--- config.mk ---
export PLATFORM = sky130hd
export DESIGN_NAME = pwm_deadtime
export DESIGN_NICKNAME = d
export VERILOG_FILES = /design/src/rtl/pwm_deadtime.sv
export SDC_FILE = /design/constraint.sdc
export NUM_CORES = 1
export LEC_CHECK = 0
export CAP_MARGIN = 5
export CORE_MARGIN = 3
export CORE_UTILIZATION = 35
export DETAILED_ROUTE_END_ITERATION = 7
export DONT_BUFFER_PORTS = 1
export PLACE_DENSITY = 0.46
export SLEW_MARGIN = 40
export SYNTH_ARGS = -nofsm -noshare
export SYNTH_HDL_FRONTEND = slang
export SYNTH_SLANG_ARGS = --single-unit
--- constraint.sdc ---
create_clock -name clk -period 2.85 [get_ports clk]
set_input_delay 0.7125 -clock clk [delete_from_list [all_inputs] [get_ports clk]]
set_output_delay 0.7125 -clock clk [all_outputs]
set_load 0.02 [all_outputs]
--- src/rtl/pwm_deadtime.sv ---
// pwm_deadtime: complementary PWM generator with dead-time insertion.
// A free-running period counter is compared against a period-latched duty
// value to drive the high-side (T1) and low-side (T2) gates. Both gates are
// registered, and a DEADTIME band precedes every turn-on. Because T1 needs
// cnt < d_sh and T2 needs cnt >= d_sh + DEADTIME, the two gates can never be
// high in the same cycle.
// Optional feature: define PWM_DT_PERIOD_TICK_EN to add the period_tick output,
// a one-cycle pulse at the start of every period, for ADC/control-loop sync.
module pwm_deadtime #(
  parameter int WIDTH    = 10,
  parameter int PERIOD   = 1000,
  parameter int DEADTIME = 50
) (
  input  logic             clk,
  input  logic             rst_n,
  input  logic             en,
  input  logic [WIDTH-1:0] d,
  output logic             T1,
  output logic             T2
`ifdef PWM_DT_PERIOD_TICK_EN
  ,
  output logic             period_tick
`endif
);

  // All compares use WIDTH+1 bits. PERIOD may equal 2**WIDTH, and
  // d_sh + DEADTIME must not wrap.
  localparam logic [WIDTH:0] LP_PERIOD = (WIDTH+1)'(PERIOD);
  localparam logic [WIDTH:0] LP_DEAD   = (WIDTH+1)'(DEADTIME);
  localparam logic [WIDTH:0] LP_LAST   = LP_PERIOD - (WIDTH+1)'(1);

  logic [WIDTH-1:0] r_cnt;
  logic [WIDTH:0]   r_d_sh;
  logic             r_t1;
  logic             r_t2;

  logic [WIDTH:0]   w_cnt_ext;
  logic [WIDTH:0]   w_d_clamp;
  logic [WIDTH:0]   w_t2_start;
  logic [WIDTH-1:0] w_cnt_next;
  logic             w_last;
  logic             w_t1_next;
  logic             w_t2_next;

  // Clamp the duty command, advance the counter, and evaluate the next gate states.
  always_comb begin
    // NOTE: every output of this block gets a value on every path, so no latch is inferred.
    w_cnt_ext  = {1'b0, r_cnt};
    w_d_clamp  = ({1'b0, d} > LP_PERIOD) ? LP_PERIOD : {1'b0, d};
    w_t2_start = r_d_sh + LP_DEAD;
    w_last     = (w_cnt_ext == LP_LAST);
    w_cnt_next = w_last ? '0 : r_cnt + WIDTH'(1);
    w_t1_next  = en && (w_cnt_ext >= LP_DEAD) && (w_cnt_ext < r_d_sh);
    w_t2_next  = en && (w_cnt_ext >= w_t2_start) && (w_cnt_ext <= LP_LAST);
  end

  // Counter, duty shadow and registered gates. The duty shadow is reloaded
  // only at the period boundary, so a duty change cannot glitch a pulse.
  always_ff @(posedge clk) begin
    // NOTE: non-blocking assignments, so every register samples pre-edge values.
    if (!rst_n) begin
      r_cnt  <= '0;
      r_d_sh <= '0;
      r_t1   <= 1'b0;
      r_t2   <= 1'b0;
    end else if (!en) begin
      r_cnt  <= '0;
      r_d_sh <= w_d_clamp;
      r_t1   <= 1'b0;
      r_t2   <= 1'b0;
    end else begin
      r_cnt <= w_cnt_next;
      if (w_last) begin
        r_d_sh <= w_d_clamp;
      end
      r_t1 <= w_t1_next;
      r_t2 <= w_t2_next;
    end
  end

  assign T1 = r_t1;
  assign T2 = r_t2;

`ifdef PWM_DT_PERIOD_TICK_EN
  logic r_tick;

  // Registered sync pulse: high for one cycle after each cnt==0 while running.
  always_ff @(posedge clk) begin
    if (!rst_n) begin
      r_tick <= 1'b0;
    end else begin
      r_tick <= en && (r_cnt == '0);
    end
  end

  assign period_tick = r_tick;
`endif

endmodule

Word level (Yosys, flattened, before mapping)
Index checks and enable logic that the tools add are counted.
- register bits: 23
- bits of input ports: 13
- logic and storage cells: 24
- bitwise logic cells: 2
- add/subtract/negate cells: 2
- muxes and demuxes: 3
- reduce and logical (&&, ||, !) cells: 6
- eq/ne operators: 2
- order comparisons: 5
- operator list (kind ; count):
    2-to-1 mux 11 bit ; 2
    adder 11 x 6 -> 11 bit, second input constant ; 1
    >= comparator 10 x 11 -> 1 bit ; 1
    < comparator 10 x 11 -> 1 bit ; 1
    adder 10 x 1 -> 10 bit, second input constant ; 1
    == test 10 bit, second input constant ; 1
    >= comparator 10 x 6 -> 1 bit, second input constant ; 1
    > comparator 10 bit, second input constant ; 1
    <= comparator 10 bit, second input constant ; 1
    2-to-1 mux 10 bit ; 1
    logical AND 1 bit ; 4
    OR reduction 3 bit ; 1
    inequality test 2 x 1 -> 1 bit, second input constant ; 1
    inverter 1 bit ; 2
    AND reduction 2 bit ; 1

Longest topological paths before layout
- depth in word-level cells: 4
- depth in mapped cells: 10
- mapped depth without buffers: 10

Worst setup path after synthesis
No wires, ideal clock.
- path type: register to register
- start point: register r_d_sh[1]
- end point: register r_t2, in the netlist T2
- path buffers: 0
- path slack: 1.021 ns
- data required time: 2.764 ns
- period minus slack after synthesis: 1.829 ns
- arrival time: 1.743 ns
- cell stages (with the launch flop): 11
- cell sequence: dfxtp_1 -> ha_1 -> a21oi_1 -> nand2_1 -> nand2_1 -> xnor2_1 -> ha_1 -> nand3_1 -> o22ai_1 -> nor4_1 -> a211oi_1
- cells in the longest elaborated chain, start to end: 4
- ends and longest elaborated chain (item ; line ; source):
    start: declaration ; 33 ; logic [WIDTH:0] r_d_sh;
    start signal: assignment ; 68 ; r_d_sh <= w_d_clamp;
    start signal: assignment ; 74 ; r_d_sh <= w_d_clamp;
    adder 11 x 6 -> 11 bit ; 50 ; w_t2_start = r_d_sh + LP_DEAD;
    >= comparator 10 x 11 -> 1 bit ; 54 ; w_t2_next = en && (w_cnt_ext >= w_t2_start) && (w_cnt_ext <= LP_LAST);
    logical AND 1 bit (2 in series) ; 54 ;
    end signal: assignment ; 77 ; r_t2 <= w_t2_next;
    end: declaration ; 35 ; logic r_t2;
No other way between the ends.
A chain may end at the register's enable or synchronous reset.

Final worst setup path
Ends and elaborated chain as after synthesis.

==> reports/qor.yml <==
synthesis.area_per_instance_um2: 8.48
synthDistinctLibCells: 35
synth_cells: 173
fin_tns_setup_ns: 0
outcome: "complete, no violations"
die_width_um: 70.7
dpl.hpwl_um: 2590
grtUsageMet3: 0.0455
post_drt_via_cell_ratio: 5.15
design.core.area_mm2: 0.00385
power.switching_mw: 0.156
worstPathMaxFanout: 5
final_number_of_setup_violating_endpoints: 0
hold_violations: 0
drc: 0
grt_util_met1: 0.187
cts_htree_levels: 1
pin_count_of_the_biggest_net_entering_global_routing: 17
ctsLongestPathBuffers: 2
clock_power_share: 0.359
dp_worst_setup_slack_ns: 0.798
final.hold.worst_slack_ns: 0.460
grt_pass1_vias: 1082
fmax_mhz: 480
cellPowerDensity_mw_per_mm2: 400
finish.cell_count_without_fillers: 223
areaGrowthSynthToFinish_pct: 7.42
crit_path_end_kind: "flop"
ant_nets: 0
worst_slew_margin_rel: 0.700
grt_overflow_total: 0
intPower_mw: 0.475
ys_ff_latch: 22
power.sequential.fraction: 0.521
seq_area_um2: 440
clk_transition_reported_paths_ns: 0.08
tightest_slew_ns: 0.449
tritoncts: "built"
multi_input_area_um2: 956
timing.hold.worst.class: "flop to flop"
top_level_ports: 15
start_util: 0.381
cts.hold.buffers_added: 0
finalWorstSetupSlack_ns: 0.766
floorplan.rows: 22
cts_buffers: 3
leakage_nw: 0.656
chipHeight_um: 70.7
cap_viol_max_count: 0
timing.final.crit_share: 0.731
globalplace.congestion: 0.794
placed_cells: 219
worstSetupPathType: "flop to flop"
antenna_found_initial: 0
instance_area_at_placement_mm2: 0.00152
post_route_cells_drive_above_1_share: 0.0571
detailedRoute.firstIterationViolations: 34
detail_route.wirelength_um: 3140
post-layout-total-power_mw: 0.630
buffer_ports.inserted: 0
reg2reg_depth: 10
design.die.area_mm2: 0.00500
clock_latency_ns: 0.26
final_period_minus_worst_setup_slack_ns: 2.08
postSynthNetCount: 208
drt-wirelength-per-cell_um: 14.1
synth_sequential_area_ratio: 0.300
wire_length_of_the_first_global_routing_pass_um: 5370
switching_share: 0.247
cts_resized: 0
netlist_area_before_placement_mm2: 0.00147
rsz_0062_raised_after_global_routing: "no"
ir_drop_worst_vdd_uv: 200
combinational_share_of_power: 0.120
cts_sinks: 22
layout_skew_ns: 0.00471
post_cts_setup_driven_buffer_insertion_count: 0
cts_root_buffer: "clkbuf_8"
grtUsageTotal: 0.134
post-route-util: 0.409
routed-via-count: 1149
worst_hold_path.num_cells: 2
first_pass_iters: 4
grt_util_met2: 0.202
global_route.peak_usage_layer: "met2"
worstPathRequired_ns: 3.03
final_net_count: 211
fin_area_mm2: 0.00158
fillerInstances: 393
antenna-diode-count: 0
start_kind: "flop"
critical_path_arrival_ns: 2.26
slew_violations: 0
yosysWarnings: 0
-- kinds of logic after synthesis --
| kind of cell | Yosys count | share of synthesized area |
|---|---|---|
| xor+xnor | 15 | 0.0896 |
| flops | 22 | 0.300 |
| fa+ha+maj | 22 | 0.188 |
| simple gates | 65 | 0.224 |
| compound gates | 31 | 0.151 |
| buf+inv | 18 | 0.0478 |
-- cells in the mapped netlist --
library cell	instances	area (um^2)
dfxtp_1	22	440
o21ai_0	8	40.0
buf_2	2	10.0
xor2_1	2	17.5
nand3_2	1	10.0
a21o_1	1	7.51
ha_1	22	275
nand2_1	17	63.8
nor2b_4	1	13.8
nor4_1	4	25.0
o31ai_1	1	7.51
inv_1	15	56.3
and4_1	1	8.76
a31oi_1	1	6.26
o41ai_4	1	27.5
o22ai_1	1	6.26
a211oi_1	2	15.0
clkbuf_1	1	3.75
o41ai_1	1	8.76
a21oi_1	8	40.0
or2_2	1	6.26
nand4_1	4	25.0
a22o_1	3	26.3
o211ai_1	1	7.51
nor3b_1	1	7.51
or4_4	1	11.3
xnor2_1	13	114
o311a_1	1	10.0
nand3b_1	1	7.51
and3_1	2	12.5
nor2_1	15	56.3
o2111ai_1	1	8.76
o211a_1	1	10.0
nand3_1	13	65.1
nor3_1	3	15.0
-- registers in the layout, indices dropped and copies added (netlist names) --
signal / cells
r_d_sh: 10
T2: 1
r_cnt: 10
T1: 1
-- critical path, cell delays in order, from the launching register on --
cell      delay [ns]
dfxtp_1         0.36
ha_1            0.23
a21oi_1         0.24
nand2_1         0.12
nand2_1         0.09
xnor2_1         0.07
ha_1            0.29
nand3_1         0.10
o22ai_1         0.21
nor4_1          0.07
a211oi_1        0.22
-- final timing paths --
kind,start,to,slack (ns)
min,r_d_sh[9],r_d_sh[9],0.46
max reg2reg,r_d_sh[1],T2,0.77
min reg2reg,r_d_sh[9],r_d_sh[9],0.46
max,r_d_sh[1],T2,0.77
-- final cells by class --
type,count,share of cell area
Multi-Input combinational cell,133,0.607
Sequential cell,22,0.280
Tap cell,48,0.0381
Inverter,15,0.0357
Clock buffer,4,0.0349
Timing Repair Buffer,1,0.00477
-- power by group through the flow --
stage / Clock, mW / Combinational (mW) / Sequential, mW
6_report: 0.226 / 0.0759 / 0.328
2_1_floorplan: 0 / 0.0628 / 0.333
4_1_cts: 0.239 / 0.0769 / 0.329
5_1_grt: 0.254 / 0.0880 / 0.331
3_5_place_dp: 0 / 0.0765 / 0.336
3_3_place_gp: 0 / 0.0736 / 0.336
-- routing by layer --
metal | routed length [um] | share of wire
met5 | 0 | 0
met4 | 19 | 0.0061
met3 | 149 | 0.047
met2 | 1400 | 0.44
met1 | 1570 | 0.50
-- cells in the final DEF (no fill, tap or decap), types with 2 or more instances in the layout --
cell / synthesis / final
nor2_1: 15 / 15
inv_1: 15 / 15
clkbuf_8: 0 / 4
nor4_1: 4 / 4
dfxtp_1: 22 / 22
a211oi_1: 2 / 2
nand3_1: 13 / 13
nand2_1: 17 / 17
nand4_1: 4 / 4
a21oi_1: 8 / 8
nor3_1: 3 / 3
xor2_1: 2 / 2
ha_1: 22 / 22
and3_1: 2 / 2
o21ai_0: 8 / 8
xnor2_1: 13 / 13
a22o_1: 3 / 3
(Power assumes the default switching activity.)
